**config.mk**
```make
export PLATFORM = sky130hd
export DESIGN_NAME = voice_alloc
export DESIGN_NICKNAME = d
export VERILOG_FILES = /design/src/rtl/voice_alloc.sv
export SDC_FILE = /design/constraint.sdc
export NUM_CORES = 1
export LEC_CHECK = 0
export BUFFER_PORTS_ARGS = -buffer_cell sky130_fd_sc_hd__buf_2
export CORE_ASPECT_RATIO = 1.75
export CORE_UTILIZATION = 40
export CTS_CLUSTER_SIZE = 40
export DETAILED_ROUTE_END_ITERATION = 6
export GPL_ROUTABILITY_DRIVEN = 0
export PLACE_DENSITY_LB_ADDON = 0.12
export SYNTH_ARGS = -nofsm -noshare
export SYNTH_HDL_FRONTEND = slang
export SYNTH_SLANG_ARGS = --single-unit
```
**constraint.sdc**
```tcl
create_clock -name clk_i -period 17.1 [get_ports clk_i]
set_input_delay 4.275 -clock clk_i [delete_from_list [all_inputs] [get_ports clk_i]]
set_output_delay 4.275 -clock clk_i [all_outputs]
set_load 0.03 [all_outputs]
```
**src/rtl/voice_alloc.sv**
```systemverilog
// voice_alloc: per-voice note allocator with retrigger, lowest-free allocation and oldest-voice stealing
module voice_alloc #(
   parameter int NUM_VOICES = 8,
   parameter int NOTE_BITS  = 7,
   parameter int AGE_BITS   = 4
) (
   input  logic                            clk_i,
   input  logic                            nrst_i,
   input  logic [NOTE_BITS-1:0]            note_i,
   input  logic                            noteOnStrb_i,
   input  logic                            noteOffStrb_i,
   output logic [NUM_VOICES*NOTE_BITS-1:0] voiceNote_o,
   output logic [NUM_VOICES-1:0]           voiceEn_o,
   output logic [$clog2(NUM_VOICES+1)-1:0] activeCount_o,
   output logic                            stealStrb_o
);
   localparam int IW = $clog2(NUM_VOICES);
   localparam int CW = $clog2(NUM_VOICES+1);
   localparam logic [AGE_BITS-1:0] AGE_MAX = '1;
   localparam logic [AGE_BITS-1:0] AGE_ONE = AGE_BITS'(1);

   logic [NOTE_BITS-1:0] note_q [NUM_VOICES];
   logic [NOTE_BITS-1:0] note_d [NUM_VOICES];
   logic [AGE_BITS-1:0]  age_q  [NUM_VOICES];
   logic [AGE_BITS-1:0]  age_d  [NUM_VOICES];
   logic [NUM_VOICES-1:0] en_q, en_d;
   logic [CW-1:0] cnt_q, cnt_d;
   logic steal_q, steal_d;
   logic hit_any, free_any;
   logic [IW-1:0] hit_idx, free_idx, old_idx, tgt;
   logic [AGE_BITS-1:0] old_age;

   // Candidate voices: holder of note_i, lowest free voice, oldest voice (ties to lowest index)
   always_comb begin
      hit_any  = 1'b0;
      hit_idx  = '0;
      free_any = 1'b0;
      free_idx = '0;
      old_idx  = '0;
      old_age  = age_q[0];
      for (int v = 0; v < NUM_VOICES; v++) begin
         if (!hit_any && en_q[v] && note_q[v] == note_i) begin
            hit_any = 1'b1;
            hit_idx = IW'(v);
         end
         if (!free_any && !en_q[v]) begin
            free_any = 1'b1;
            free_idx = IW'(v);
         end
         if (age_q[v] > old_age) begin
            old_age = age_q[v];
            old_idx = IW'(v);
         end
      end
      tgt = hit_any ? hit_idx : free_any ? free_idx : old_idx;
   end

   always_comb begin
      en_d    = en_q;
      cnt_d   = '0;
      steal_d = noteOnStrb_i && !hit_any && !free_any;
      for (int v = 0; v < NUM_VOICES; v++) begin
         note_d[v] = note_q[v];
         age_d[v]  = age_q[v];
         if (noteOnStrb_i) begin
            if (tgt == IW'(v)) begin
               note_d[v] = note_i;
               en_d[v]   = 1'b1;
               age_d[v]  = '0;
            end else if (en_q[v] && age_q[v] != AGE_MAX) begin
               age_d[v] = age_q[v] + AGE_ONE;
            end
         end else if (noteOffStrb_i && hit_any && hit_idx == IW'(v)) begin
            en_d[v] = 1'b0;
         end
         cnt_d = cnt_d + CW'(en_d[v]);
      end
   end

   always_ff @(posedge clk_i or negedge nrst_i) begin
      if (!nrst_i) begin
         for (int v = 0; v < NUM_VOICES; v++) begin
            note_q[v] <= '0;
            age_q[v]  <= '0;
         end
         en_q    <= '0;
         cnt_q   <= '0;
         steal_q <= 1'b0;
      end else begin
         for (int v = 0; v < NUM_VOICES; v++) begin
            note_q[v] <= note_d[v];
            age_q[v]  <= age_d[v];
         end
         en_q    <= en_d;
         cnt_q   <= cnt_d;
         steal_q <= steal_d;
      end
   end

   for (genvar g = 0; g < NUM_VOICES; g++) begin : g_note
      assign voiceNote_o[g*NOTE_BITS +: NOTE_BITS] = note_q[g];
   end
   assign voiceEn_o     = en_q;
   assign activeCount_o = cnt_q;
   assign stealStrb_o   = steal_q;
endmodule

```
==> impl_metrics.json, run 1 <==
{
  "grt_usage_pct": 23.5,
  "drtIter0Drc": 262,
  "postRouteAntennaNets": 0,
  "ys_ff_latch": 101,
  "die_w_um": 102,
  "drt_wl_total_um": 19900,
  "clock_latency_ns": 0.36,
  "dp.cells": 1007,
  "critPathKind": "register to register",
  "cts_tree": "yes",
  "hold_violations": 0,
  "yosysWarningCount": 0,
  "startpoint_type": "register",
  "synth_nets": 779,
  "grtUsageMet2_pct": 45.4,
  "dp_hpwl_um": 15300,
  "drc": 0,
  "hold_buffers": 0,
  "cp_slowest_cell": "o2111a_1",
  "drive_gt1_share_pct": 20.9,
  "nNetsFinal": 837,
  "core_um2": 17000,
  "crit_path_max_fanout": 11,
  "cts_setup_buffers": 0,
  "arrival_ns": 16.03,
  "grt_start_max_net_pins": 77,
  "start_util_pct": 40.9,
  "place_area_um2": 7530,
  "rsz0062_at_grt": "false",
  "syn_inst": 733,
  "die_h_um": 177,
  "std_cell_rows": 63,
  "grt_pass1_wl_um": 32000,
  "cp_top_family": "compound AO/OA/AOI/OAI gates",
  "synthFlopType": "dfrtp_1",
  "seq_area_frac_synth_pct": 36.3,
  "wl_per_cell_um": 19.5,
  "yosysUniqueCellTypes": 79,
  "layout_min_cycle_time_ns": 15.78,
  "grt_pass1_vias": 6196,
  "drv_slew": 0,
  "vias_per_cell": 5.76,
  "gr-usage-met1_pct": 23.3,
  "maxSlewHeadroom_pct": 33.1,
  "met3_usage_pct": 3.08,
  "cts.sinks": 101,
  "skew_ns": 0.00878,
  "layout.cells.most_common": "dfrtp_1",
  "antennaDiodeCount": 0,
  "port_buffers": 79,
  "finalCritPeriodShare_pct": 92.3,
  "layout_common_cells": "dfrtp_1, buf_2, xnor2_1",
  "antenna_found_initial": 0,
  "syn_area_um2": 6970,
  "cp.buffers_inverters": 6,
  "tns_ns": 0,
  "critical_path_required_ns": 17.35,
  "fmax_mhz": 63.4,
  "final-setup-viol-count": 0,
  "htree_levels": 3,
  "grt_busiest_layer": "met2",
  "die_area_um2": 18000,
  "io_pins": 80,
  "maxCapViolCount": 0,
  "synth_edf_count": 0,
  "first_pass_iters": 5,
  "ctsResizeCount": 0,
  "worstMarginPinSlew_ns": 1.00,
  "grt_overflow": 0,
  "crit_path_end_kind": "register",
  "cts_made_buffers": 9,
  "hp-class": "register to register",
  "syn-mean-instance-area_um2": 9.51,
  "max-clock-path-buffers": 2,
  "fin_cells": 1023,
  "cts.clk_slew.worst_paths_ns": 0.07,
  "cts-root-buf": "clkbuf_16",
  "area_delta_synth_final_pct": 12.4,
  "design_area_um2": 7840,
  "via_count": 5896,
  "status": "finished clean",
  "synthArstFlopShare_pct": 100,
  "max_stage_delay_ns": 0.55
}
==> state kept, by name, indices dropped and copies added, names as in the netlist <==
signal         count
stealStrb_o        1
voiceEn_o          8
activeCount_o      4
age_q             32
voiceNote_o       56
==> kinds of logic after synthesis <==
| kind of cell | Yosys count | synth area share (%) |
|---|---|---|
| buffers and inverters | 80 | 4.63 |
| xor gates and xnor gates | 68 | 8.54 |
| AOI/OAI and AO/OA | 162 | 16.3 |
| DFF | 101 | 36.3 |
| and+or+nand+nor | 217 | 16.4 |
| muxes | 68 | 10.8 |
| adders and majority gates | 37 | 7.00 |
==> synthesized netlist by cell type, types with 3 or more instances <==
library cell,number,area [um^2]
o21a_1,4,30.0
o31ai_1,5,37.5
or2_2,4,25.0
xnor2_1,56,490
o21bai_1,3,22.5
o21ai_0,39,195
mux2_2,47,529
nor2_1,35,131
nor3_1,9,45.0
nor2b_1,11,68.8
or3_1,5,31.3
buf_2,6,30.0
nand2_1,54,203
o211ai_1,11,82.6
nand2b_1,10,62.6
nand4b_1,4,35.0
nor4_1,4,25.0
mux2_1,13,146
o22ai_1,11,68.8
clkbuf_1,25,93.8
nand3_1,32,160
ha_1,31,388
and2_1,3,18.8
mux2i_1,8,80.1
a22o_1,3,26.3
fa_1,4,80.1
a31oi_1,11,68.8
xor2_1,12,105
dfrtp_1,101,2530
a21oi_1,24,120
o2111ai_1,3,26.3
nand4_1,21,131
o31a_1,5,43.8
a41oi_1,5,43.8
inv_1,44,165
and3_1,11,68.8
a21o_1,6,45.0
==> per-stage QoR <==
stage	setup slack, ns	hold slack (ns)	utilization (%)
floorplan	3.60	0.485	-
global placement	1.88	0.517	44.2
detailed placement	1.42	0.519	44.2
CTS	1.35	0.532	46.0
global route	0.0138	0.554	46.0
finish	1.32	0.532	46.0
==> area by class of cell <==
type | count | area, um^2
fill | 1715 | 9190
multi-input combinational | 552 | 4130
sequential | 101 | 2530
timing repair buffer | 83 | 428
tap | 227 | 284
clock buffer | 9 | 225
inverter | 44 | 165
clock inverter | 7 | 80.1
==> layer usage <==
metal,part of all wire (%),vias to the layer above
li1,-,2772
met1,35,2931
met2,57,149
met3,3.3,44
met4,4.2,0
met5,0,-
==> worst paths after layout <==
| kind | start | endpoint | slack (ns) | cells after the start |
|---|---|---|---|---|
| worst max-delay path | age_q[29] | activeCount_o[2] | 1.32 | 69 |
| worst min-delay path | age_q[0] | age_q[0] | 0.53 | 1 |
| worst max register to register | age_q[29] | activeCount_o[2] | 1.32 | 69 |
| worst min register to register | age_q[0] | age_q[0] | 0.53 | 1 |
| max in group asynchronous | nrst_i | age_q[30] | 11.96 | 2 |
| min in group asynchronous | nrst_i | voiceNote_o[29] | 3.82 | 1 |
Power of run 1 is not shown: default switching activity piles up to over one toggle a cycle in this logic, so the estimate is an artifact.
==> inputs of run 2 (changes only) <==
--- a/config.mk
+++ b/config.mk
@@ -6,6 +6,8 @@
 export NUM_CORES = 1
 export LEC_CHECK = 0
 export BUFFER_PORTS_ARGS = -buffer_cell sky130_fd_sc_hd__buf_2
+export CELL_PAD_IN_SITES_DETAIL_PLACEMENT = 0
+export CELL_PAD_IN_SITES_GLOBAL_PLACEMENT = 1
 export CORE_ASPECT_RATIO = 1.75
 export CORE_UTILIZATION = 40
 export CTS_CLUSTER_SIZE = 40
==> run 2 against run 1 <==
Via count down 1.7%. Die area unchanged. Routed wire length down 4.8%. Hold slack better by 0.0047 ns. Register-to-register slack better by 0.22 ns. Cell count unchanged. Sequential cell count unchanged.
==> impl_metrics.json, run 2 (synthesis results as in run 1) <==
{
  "via_count": 5794,
  "postRouteAntennaNets": 0,
  "drv_slew": 0,
  "drc": 0,
  "fin_cells": 1023,
  "start_util_pct": 40.9,
  "dp.cells": 1007,
  "nNetsFinal": 837,
  "die_w_um": 102,
  "antennaDiodeCount": 0,
  "htree_levels": 3,
  "grt_usage_pct": 22.5,
  "cp.buffers_inverters": 6,
  "critical_path_required_ns": 17.34,
  "worstMarginPinSlew_ns": 0.965,
  "whs_ns": 0.537,
  "tns_ns": 0,
  "drive_gt1_share_pct": 20.9,
  "grt_pass1_wl_um": 30800,
  "grt_start_max_net_pins": 75,
  "startpoint_type": "register",
  "port_buffers": 79,
  "crit_path_end_kind": "register",
  "rsz0062_at_grt": "false",
  "io_pins": 80,
  "layout.cells.most_common": "dfrtp_1",
  "fmax_mhz": 64.3,
  "cts.clk_slew.worst_paths_ns": 0.07,
  "maxCapViolCount": 0,
  "skew_ns": 0.00627,
  "maxSlewHeadroom_pct": 35.7,
  "multi_input_area_um2": 4130,
  "final-setup-viol-count": 0,
  "ctsResizeCount": 0,
  "first_pass_iters": 4,
  "status": "finished clean",
  "grt_overflow": 0,
  "cts_tree": "yes",
  "max-clock-path-buffers": 2,
  "hold_buffers": 0,
  "wl_per_cell_um": 18.6,
  "die_area_um2": 18000,
  "max_stage_delay_ns": 0.55,
  "cp_slowest_cell": "a2111oi_0",
  "area_delta_synth_final_pct": 12.9,
  "grt_pass1_vias": 5966,
  "cts_setup_buffers": 0,
  "core_um2": 17000,
  "hp-class": "register to register",
  "drt_wl_total_um": 19000,
  "layout_common_cells": "dfrtp_1, buf_2, xnor2_1",
  "antenna_found_initial": 0,
  "cp_top_family": "compound AO/OA/AOI/OAI gates",
  "fillers": 1690,
  "cts_made_buffers": 9,
  "cts-root-buf": "clkbuf_16",
  "std_cell_rows": 63,
  "dp_hpwl_um": 14700,
  "largest_register_ffs": 56,
  "crit_path_max_fanout": 11,
  "arrival_ns": 15.80,
  "layout_min_cycle_time_ns": 15.56,
  "vias_per_cell": 5.66,
  "hold_violations": 0,
  "drtIter0Drc": 234,
  "finalCritPeriodShare_pct": 91.0,
  "die_h_um": 177,
  "cts.sinks": 101,
  "critPathKind": "register to register",
  "final-seq-area_um2": 2530,
  "clock_latency_ns": 0.35
}
-- run 2: changes by cell type in the layout (fill, tap and decap cells not counted), sizes merged --
cell	previous run	this run
bufinv	1	3
clkinv	2	4
inv	47	44
clkinvlp	1	0
-- run 2: final timing paths --
kind                       depth (start not counted)           start  slack [ns]               end
setup / recovery                                  68       age_q[30]        1.54  activeCount_o[2]
hold / removal                                     1  voiceNote_o[9]        0.54    voiceNote_o[9]
setup reg to reg                                  68       age_q[30]        1.54  activeCount_o[2]
hold reg to reg                                    1  voiceNote_o[9]        0.54    voiceNote_o[9]
max in group asynchronous                          2          nrst_i       11.99   voiceNote_o[51]
min in group asynchronous                          1          nrst_i        3.83   voiceNote_o[36]
-- run 2: area by class of cell --
cell class              count  share of cell area (%)
clock buffers               9                    2.86
clock inverters             7                    1.45
inverters                  44                    2.10
multi-input cells         552                    52.4
flip-flops and latches    101                    32.1
well taps                 227                    3.61
repair buffers             83                    5.44
-- run 2: routing by layer --
| metal | vias up | global-route usage [%] | part of all wire (%) |
|---|---|---|---|
| li1 | 2781 | - | - |
| met1 | 2819 | 23.9 | 38 |
| met2 | 151 | 41.9 | 54 |
| met3 | 43 | 3.55 | 3.3 |
| met4 | 0 | 11.2 | 4.0 |
| met5 | - | 0 | 0 |
-- run 2: through the flow --
step,utilization (%),worst slack [ns],instance area [um^2]
finish,46.2,1.54,7870
global placement,44.2,2.02,7530
CTS,46.2,1.58,7870
global route,46.2,0.102,7870
floorplan,-,3.60,6970
detailed placement,44.2,1.67,7530
-- run 2: worst reg2reg max path: cells and delay by family, from the launching register on --
kind | cells | cell delay [ns]
muxes | 2 | 0.71
and+or+nand+nor | 19 | 2.90
AOI/OAI and AO/OA | 27 | 6.28
xor gates and xnor gates | 1 | 0.14
DFF | 1 | 0.45
adders and majority gates | 13 | 4.33
buffers and inverters | 6 | 0.62
Power of run 2 is left out for the same reason.
